<file path="config.mk">
export PLATFORM = sky130hd
export DESIGN_NAME = bin_to_bcd_disp
export DESIGN_NICKNAME = d
export VERILOG_FILES = /design/src/rtl/bin_to_bcd_disp.sv
export SDC_FILE = /design/constraint.sdc
export NUM_CORES = 1
export LEC_CHECK = 0
export CORE_ASPECT_RATIO = 0.8
export CORE_MARGIN = 4
export CORE_UTILIZATION = 45
export DETAILED_ROUTE_END_ITERATION = 8
export PLACE_DENSITY_LB_ADDON = 0.15
export SKIP_LAST_GASP = 1
export SLEW_MARGIN = 10
export SYNTH_ARGS = -nofsm -noshare
export SYNTH_HDL_FRONTEND = slang
export SYNTH_SLANG_ARGS = --single-unit
</file>
<file path="constraint.sdc">
create_clock -name clk -period 1.91 [get_ports clk]
set_clock_uncertainty 0.05 [all_clocks]
set_input_delay 0.2865 -clock clk [delete_from_list [all_inputs] [get_ports clk]]
set_output_delay 0.2865 -clock clk [all_outputs]
set_load 0.05 [all_outputs]
</file>
<file path="src/rtl/bin_to_bcd_disp.sv">
// Purpose : sequential double-dabble binary-to-BCD converter driving six active-low 7-seg displays.
// Latency : WIDTH+2 edges from a bin_in change to registered bcd_out/hex_out and the done pulse.
// Backpr. : none; bin_in changes during a conversion are ignored and re-compared on the next idle cycle.
//
// Ports:
//   clk      in   rising-edge clock for all logic
//   rst_n    in   synchronous active-low reset
//   bin_in   in   [WIDTH-1:0]     binary value to display
//   bcd_out  out  [4*DIGITS-1:0]  BCD digits, digit 0 (units) in [3:0]
//   hex_out  out  [7*DIGITS-1:0]  seven-seg codes, gfedcba, active-low, digit i at [7i+6:7i]
//   busy     out  conversion in progress
//   done     out  one-cycle pulse when bcd_out/hex_out update
//   ovf      out  last converted value exceeded 10^DIGITS-1 (bcd_out then holds value mod 10^DIGITS)
// Optional: define LEADING_ZERO_BLANK_EN to blank digits above the most significant nonzero digit.
// DIGITS must satisfy 4*DIGITS >= WIDTH + ceil(WIDTH/3).

module bin_to_bcd_disp #(
    parameter int WIDTH  = 18,
    parameter int DIGITS = 6
) (
    input  logic                  clk,
    input  logic                  rst_n,
    input  logic [WIDTH-1:0]      bin_in,
    output logic [4*DIGITS-1:0]   bcd_out,
    output logic [7*DIGITS-1:0]   hex_out,
    output logic                  busy,
    output logic                  done,
    output logic                  ovf
);

    localparam int BCD_W = 4 * DIGITS;
    localparam int SH_W  = BCD_W + WIDTH;
    localparam int CNT_W = (WIDTH > 1) ? $clog2(WIDTH) : 1;

    typedef enum logic [1:0] {S_IDLE, S_SHIFT, S_DONE} state_t;

    function automatic logic [63:0] pow10(input int n);
        logic [63:0] r;
        r = 64'd1;
        for (int i = 0; i < n; i++) r = r * 64'd10;
        return r;
    endfunction

    localparam logic [63:0]         MAX_VAL  = pow10(DIGITS) - 64'd1;
    localparam logic [7*DIGITS-1:0] HEX_ZERO = {DIGITS{7'b1000000}};

    function automatic logic [6:0] seg_decode(input logic [3:0] d);
        logic [6:0] s;
        case (d)
            4'd0:    s = 7'b1000000;
            4'd1:    s = 7'b1111001;
            4'd2:    s = 7'b0100100;
            4'd3:    s = 7'b0110000;
            4'd4:    s = 7'b0011001;
            4'd5:    s = 7'b0010010;
            4'd6:    s = 7'b0000010;
            4'd7:    s = 7'b1111000;
            4'd8:    s = 7'b0000000;
            4'd9:    s = 7'b0010000;
            default: s = 7'b1111111;
        endcase
        return s;
    endfunction

    state_t               state_q, state_d;
    logic [WIDTH-1:0]     last_q,  last_d;
    logic [SH_W-1:0]      shreg_q, shreg_d;
    logic [CNT_W-1:0]     cnt_q,   cnt_d;
    logic [BCD_W-1:0]     bcd_q,   bcd_d;
    logic [7*DIGITS-1:0]  hex_q,   hex_d;
    logic                 busy_q,  busy_d;
    logic                 done_q,  done_d;
    logic                 ovf_q,   ovf_d;

    logic [SH_W-1:0]      adj;
    logic [3:0]           dig;
`ifdef LEADING_ZERO_BLANK_EN
    logic                 seen_nz;
`endif

    // State register (all flops)
    always_ff @(posedge clk) begin
        if (!rst_n) begin
            state_q <= S_IDLE;
            last_q  <= '0;
            shreg_q <= '0;
            cnt_q   <= '0;
            bcd_q   <= '0;
            hex_q   <= HEX_ZERO;
            busy_q  <= 1'b0;
            done_q  <= 1'b0;
            ovf_q   <= 1'b0;
        end else begin
            state_q <= state_d;
            last_q  <= last_d;
            shreg_q <= shreg_d;
            cnt_q   <= cnt_d;
            bcd_q   <= bcd_d;
            hex_q   <= hex_d;
            busy_q  <= busy_d;
            done_q  <= done_d;
            ovf_q   <= ovf_d;
        end
    end

    // Next-state logic
    always_comb begin
        state_d = state_q;
        case (state_q)
            S_IDLE:  if (bin_in != last_q) state_d = S_SHIFT;
            S_SHIFT: if (cnt_q == CNT_W'(WIDTH - 1)) state_d = S_DONE;
            S_DONE:  state_d = S_IDLE;
            default: state_d = S_IDLE;
        endcase
    end

    // Datapath / registered-output next values
    always_comb begin
        last_d  = last_q;
        shreg_d = shreg_q;
        cnt_d   = cnt_q;
        bcd_d   = bcd_q;
        hex_d   = hex_q;
        busy_d  = busy_q;
        done_d  = 1'b0;
        ovf_d   = ovf_q;
        adj     = shreg_q;
        dig     = 4'd0;
`ifdef LEADING_ZERO_BLANK_EN
        seen_nz = 1'b0;
`endif
        case (state_q)
            S_IDLE: begin
                if (bin_in != last_q) begin
                    last_d  = bin_in;
                    shreg_d = {{BCD_W{1'b0}}, bin_in};
                    cnt_d   = '0;
                    busy_d  = 1'b1;
                end
            end
            S_SHIFT: begin
                // Add-3 correction on every BCD nibble in parallel, then shift the whole register.
                for (int i = 0; i < DIGITS; i++) begin
                    if (adj[WIDTH + 4*i +: 4] >= 4'd5)
                        adj[WIDTH + 4*i +: 4] = adj[WIDTH + 4*i +: 4] + 4'd3;
                end
                shreg_d = {adj[SH_W-2:0], 1'b0};
                cnt_d   = cnt_q + CNT_W'(1);
            end
            S_DONE: begin
                bcd_d = shreg_q[SH_W-1 -: BCD_W];
                // Walk from the top digit down so blanking stops at the first nonzero digit.
                for (int i = DIGITS - 1; i >= 0; i--) begin
                    dig = shreg_q[WIDTH + 4*i +: 4];
`ifdef LEADING_ZERO_BLANK_EN
                    if (dig != 4'd0) seen_nz = 1'b1;
                    hex_d[7*i +: 7] = (seen_nz || i == 0) ? seg_decode(dig) : 7'b1111111;
`else
                    hex_d[7*i +: 7] = seg_decode(dig);
`endif
                end
                ovf_d  = (64'(last_q) > MAX_VAL);
                done_d = 1'b1;
                busy_d = 1'b0;
            end
            default: begin
                busy_d = 1'b0;
            end
        endcase
    end

    // Outputs come straight from flops; nothing combinational from bin_in.
    assign bcd_out = bcd_q;
    assign hex_out = hex_q;
    assign busy    = busy_q;
    assign done    = done_q;
    assign ovf     = ovf_q;

endmodule

</file>
==> metrics.md <==
| Metric | Value |
|---|---|
| Post-Route WL | `16400 um` |
| Minimum clock period | `1850 ps` |
| Reg power frac | `between 40 and 50%` |
| Post-route ant nets | `0` |
| Synth area leaders | `dfxtp_1 41%, nand2_1 6.9%, ha_1 6.1%, a21oi_1 5.8%, nor2_1 4.3%` |
| Via count | `just under 6000` |
| # nets final | `between 900 and 1000` |
| Cts bufs inserted | `17` |
| Startpoint of the worst hold path | `rst_n` |
| HPWL after DPL | `around 11000 um` |
| Clock Sinks | `about 140` |
| Comb power frac | `roughly 7.0%` |
| Max H-tree Level | `4` |
| FF-to-FF Start | `last_q[5]` |
| Global-route wire length before repair | `27200 um` |
| Setup crit end kind | `primary output` |
| Hold_ws | `~200 ps` |
| Ys Warns | `0` |
| Die W | `roughly 140 um` |
| Power Dens Cells | `between 800 and 900 nW/um^2` |
| I/O Buffers | `87` |
| Top delay family on crit path | `buffers and inverters` |
| FF-to-FF setup slack | `approximately 70 ps` |
| Fin. Hold Viols | `0` |
| Clock root buffer | `clkbuf_16` |
| MaxCap Viol Count | `0` |
| GRT Total Usage | `around a fifth` |
| Max IR drop VDD | `0.749 mV` |
| Leading area contributor after synthesis | `dfxtp_1` |
| FF+latch count, synth | `between 100 and 150` |
| Final TNS setup | `0 ps` |
| Area delta synth->final | `31.8%` |
| Vias in the first global route | `around 5700` |
| FILL cells | `1258` |
| Switching power total | `between 1500 and 2000 uW` |
| Slowest library cell on the worst path | `clkdlybuf4s50_1` |
| Switching Share | `around 21%` |
| Chip height | `around 120 um` |
| Vias/cell | `approximately 5.4` |
| Core area | `approximately 14000 sq um` |
| Hold Buf Count CTS | `0` |
| Cell Count, Final, Fillers Out | `approximately 1100` |
| RSZ-0062 raised after global routing | `true` |
| Rows | `39` |
| Final setup vio count | `0` |
| Syn nets | `840` |
| DR WL/cell | `15.1 um` |
| Die area | `16500 sq um` |
| Cell depth of the worst flop-to-flop path | `6` |
| Slew headroom | `between 60% and 70%` |
| Share of the synthesized area in the top cell type | `roughly two fifths` |
| Layout cells sized above 1 | `14.5%` |
| Hold crit path type | `in2reg` |
| Critical-path cell list | `clkdlybuf4s50_1` |
| Drt initial violations | `300` |
| Sequential share of the synthesized area | `between 40% and 50%` |
| Mapped cell area | `6530 sq um` |
| Crit path capture | `done` |
| Stages on worst setup path | `1` |
| Post-Syn Instances | `about 790` |
| # IOs | `89` |
| Top FF cell, synth | `dfxtp_1` |
| Starting Density | `a little under half` |
| Design area | `between 8000 and 9000 sq um` |
| Clock transition at the registers of the reported paths | `about 60 ps` |
| Slowest cell delay on critical path | `approximately 790 ps` |
| Clock power frac | `between 50% and 60%` |
| Status | `complete, no violations` |
| Unique masters post-synth | `52` |
| Placer Congestion | `about 0.82` |
| Worst EP arrival | `between 1500 and 2000 ps` |
| Placed Cells | `roughly 1100` |
| CP bufs+invs | `1` |
| Antenna violations before repair | `1` |
| Setup CP Type | `reg2out` |
| Static Leak | `0.00383 uW` |
| Total setup buffers inserted after CTS | `0` |
| CTS Buffer Depth | `2` |
| RR Endpoint | `shreg_q[9]` |
| Total gr overflow | `0` |
| Post-synthesis average cell area | `just over 8 sq um` |
| EDFF count, synth | `0` |
| Final worst-path cycle share | `between 90% and 100%` |
| DRC viols | `0` |
| CTS tree | `done` |
| DRT Pass-1 Iters | `5` |
| CP Launch Type | `flop` |
| Max Transition Viols Final | `0` |
| Critical path origin | `done` |
| Critical-path maximum fanout | `1` |
| Fmax | `approximately 0.54 GHz` |
| Largest net degree at the start of global routing | `61` |
| Dpl cell area | `slightly below 8000 sq um` |
| Slew @ Worst Pin | `around 520 ps` |
| Internal power | `5590 uW` |
| Ys async rst share | `0%` |
| Worst Path Required | `between 1500 and 2000 ps` |
| Clock Latency Late Sink | `420 ps` |
-- area by class of cell --
cell class | count | area [sq um] | share of cell area (%)
Antenna cell | 1 | 2.50 | 0.0291
Clock buffer | 18 | 439 | 5.10
Clock inverter | 14 | 229 | 2.66
Inverter | 26 | 97.6 | 1.13
Multi-Input combinational cell | 564 | 3500 | 40.6
Sequential cell | 135 | 2700 | 31.4
Tap cell | 184 | 230 | 2.67
Timing Repair Buffer | 144 | 1420 | 16.4
-- how the worst min path moves through the flow --
| stage | to | slack [ps] | cells after the start |
|---|---|---|---|
| after CTS | shreg_q[27] | 170 | 3 |
| after global placement | bcd_out[4] | 390 | 2 |
| after global routing | shreg_q[27] | 190 | 3 |
| after floorplan | last_q[10] | 380 | 2 |
| final | shreg_q[27] | 200 | 3 |
| after detailed placement | bcd_out[5] | 400 | 2 |
-- synthesized netlist by cell type (3+ instances only) --
library cell	instances
o31ai_1	8
buf_2	12
o32ai_1	3
inv_1	24
o221a_2	16
xor2_1	5
nor3_1	7
o221ai_1	3
a21oi_1	76
nor2_1	74
o21a_1	3
ha_1	32
buf_6	3
a311oi_1	5
and3_1	6
nor3b_1	6
o21ai_0	49
dfxtp_1	135
o22ai_1	20
and2_1	4
a31oi_1	6
clkbuf_1	44
xnor2_1	26
o211ai_1	8
nand4_1	6
nand2b_1	15
nand3_1	19
nand2_1	120
mux2i_1	25
-- placed cells by master (no fill, tap or decap), drive strengths merged, types with 3 or more instances in the layout --
| master | netlist | layout |
|---|---|---|
| o221a | 17 | 17 |
| clkdlybuf4s50 | 0 | 19 |
| nand2b | 15 | 15 |
| dlymetal6s2s | 0 | 28 |
| inv | 25 | 25 |
| a21oi | 76 | 76 |
| o32ai | 3 | 3 |
| a31oi | 7 | 7 |
| a211oi | 4 | 4 |
| buf | 19 | 68 |
| clkinv | 1 | 7 |
| nand2 | 120 | 120 |
| o221ai | 3 | 3 |
| dfxtp | 135 | 135 |
| clkbuf | 44 | 18 |
| nand3 | 19 | 19 |
| nor3b | 6 | 6 |
| o31ai | 8 | 8 |
| nor3 | 9 | 9 |
| and2 | 4 | 4 |
| a311oi | 5 | 5 |
| and3 | 6 | 6 |
| o21ai | 49 | 49 |
| o22ai | 20 | 20 |
| xnor2 | 26 | 26 |
| bufinv | 0 | 6 |
| o21a | 3 | 3 |
| o211ai | 8 | 8 |
| ha | 32 | 32 |
| xor2 | 5 | 5 |
| mux2i | 25 | 25 |
| dlygate4sd2 | 0 | 29 |
| nand4 | 6 | 6 |
| nor2 | 74 | 74 |
-- sequential cells by signal, summed over array words and instances, names as in the netlist --
register and flops:
bcd_out 24, cnt_q 5, hex_out 42, state_q 2, shreg_q 42, done 1, busy 1, last_q 18
-- repair_timing --
action	in CTS	in global routing
setup endpoints to repair	29	68
pin swaps	0	2
gates resized for setup	29	31
-- cells by family (layout without fill, tap and decap cells) --
family	count (synthesis)	after routing	synth area share (%)
DFF	135	135	41.4
buffers and inverters	89	202	5.80
adders and majority gates	32	32	6.13
AOI/OAI and AO/OA	210	210	20.8
xor gates and xnor gates	31	31	4.16
other	1	2	0.0574
muxes	26	26	4.00
and+or+nand+nor	264	264	17.7
-- power by group through the flow --
stage               clock (uW)  sequential (uW)  combinational (uW)
floorplan                    0             2990                 287
global placement             0             2990                 481
detailed placement           0             2990                 491
CTS                       3750             2930                 494
global route              3860             2940                 543
finish                    3680             2930                 497
-- stage by stage --
step	setup slack [ps]	power [uW]	utilization, %
floorplan	50.6	3270	-
global placement	-344	3470	55.3
detailed placement	-357	3480	55.3
CTS	1.29	7180	59.8
global route	-72.1	7350	60.4
finish	56.0	7110	60.4
-- metal layers --
| metal | track usage, % | part of all wire [%] |
|---|---|---|
| met1 | 26.6 | 48 |
| met2 | 32.5 | 46 |
| met3 | 4.87 | 4.4 |
| met4 | 7.09 | 1.2 |
| met5 | 0 | 0 |
No activity file was read; power rests on OpenSTA's default activity.
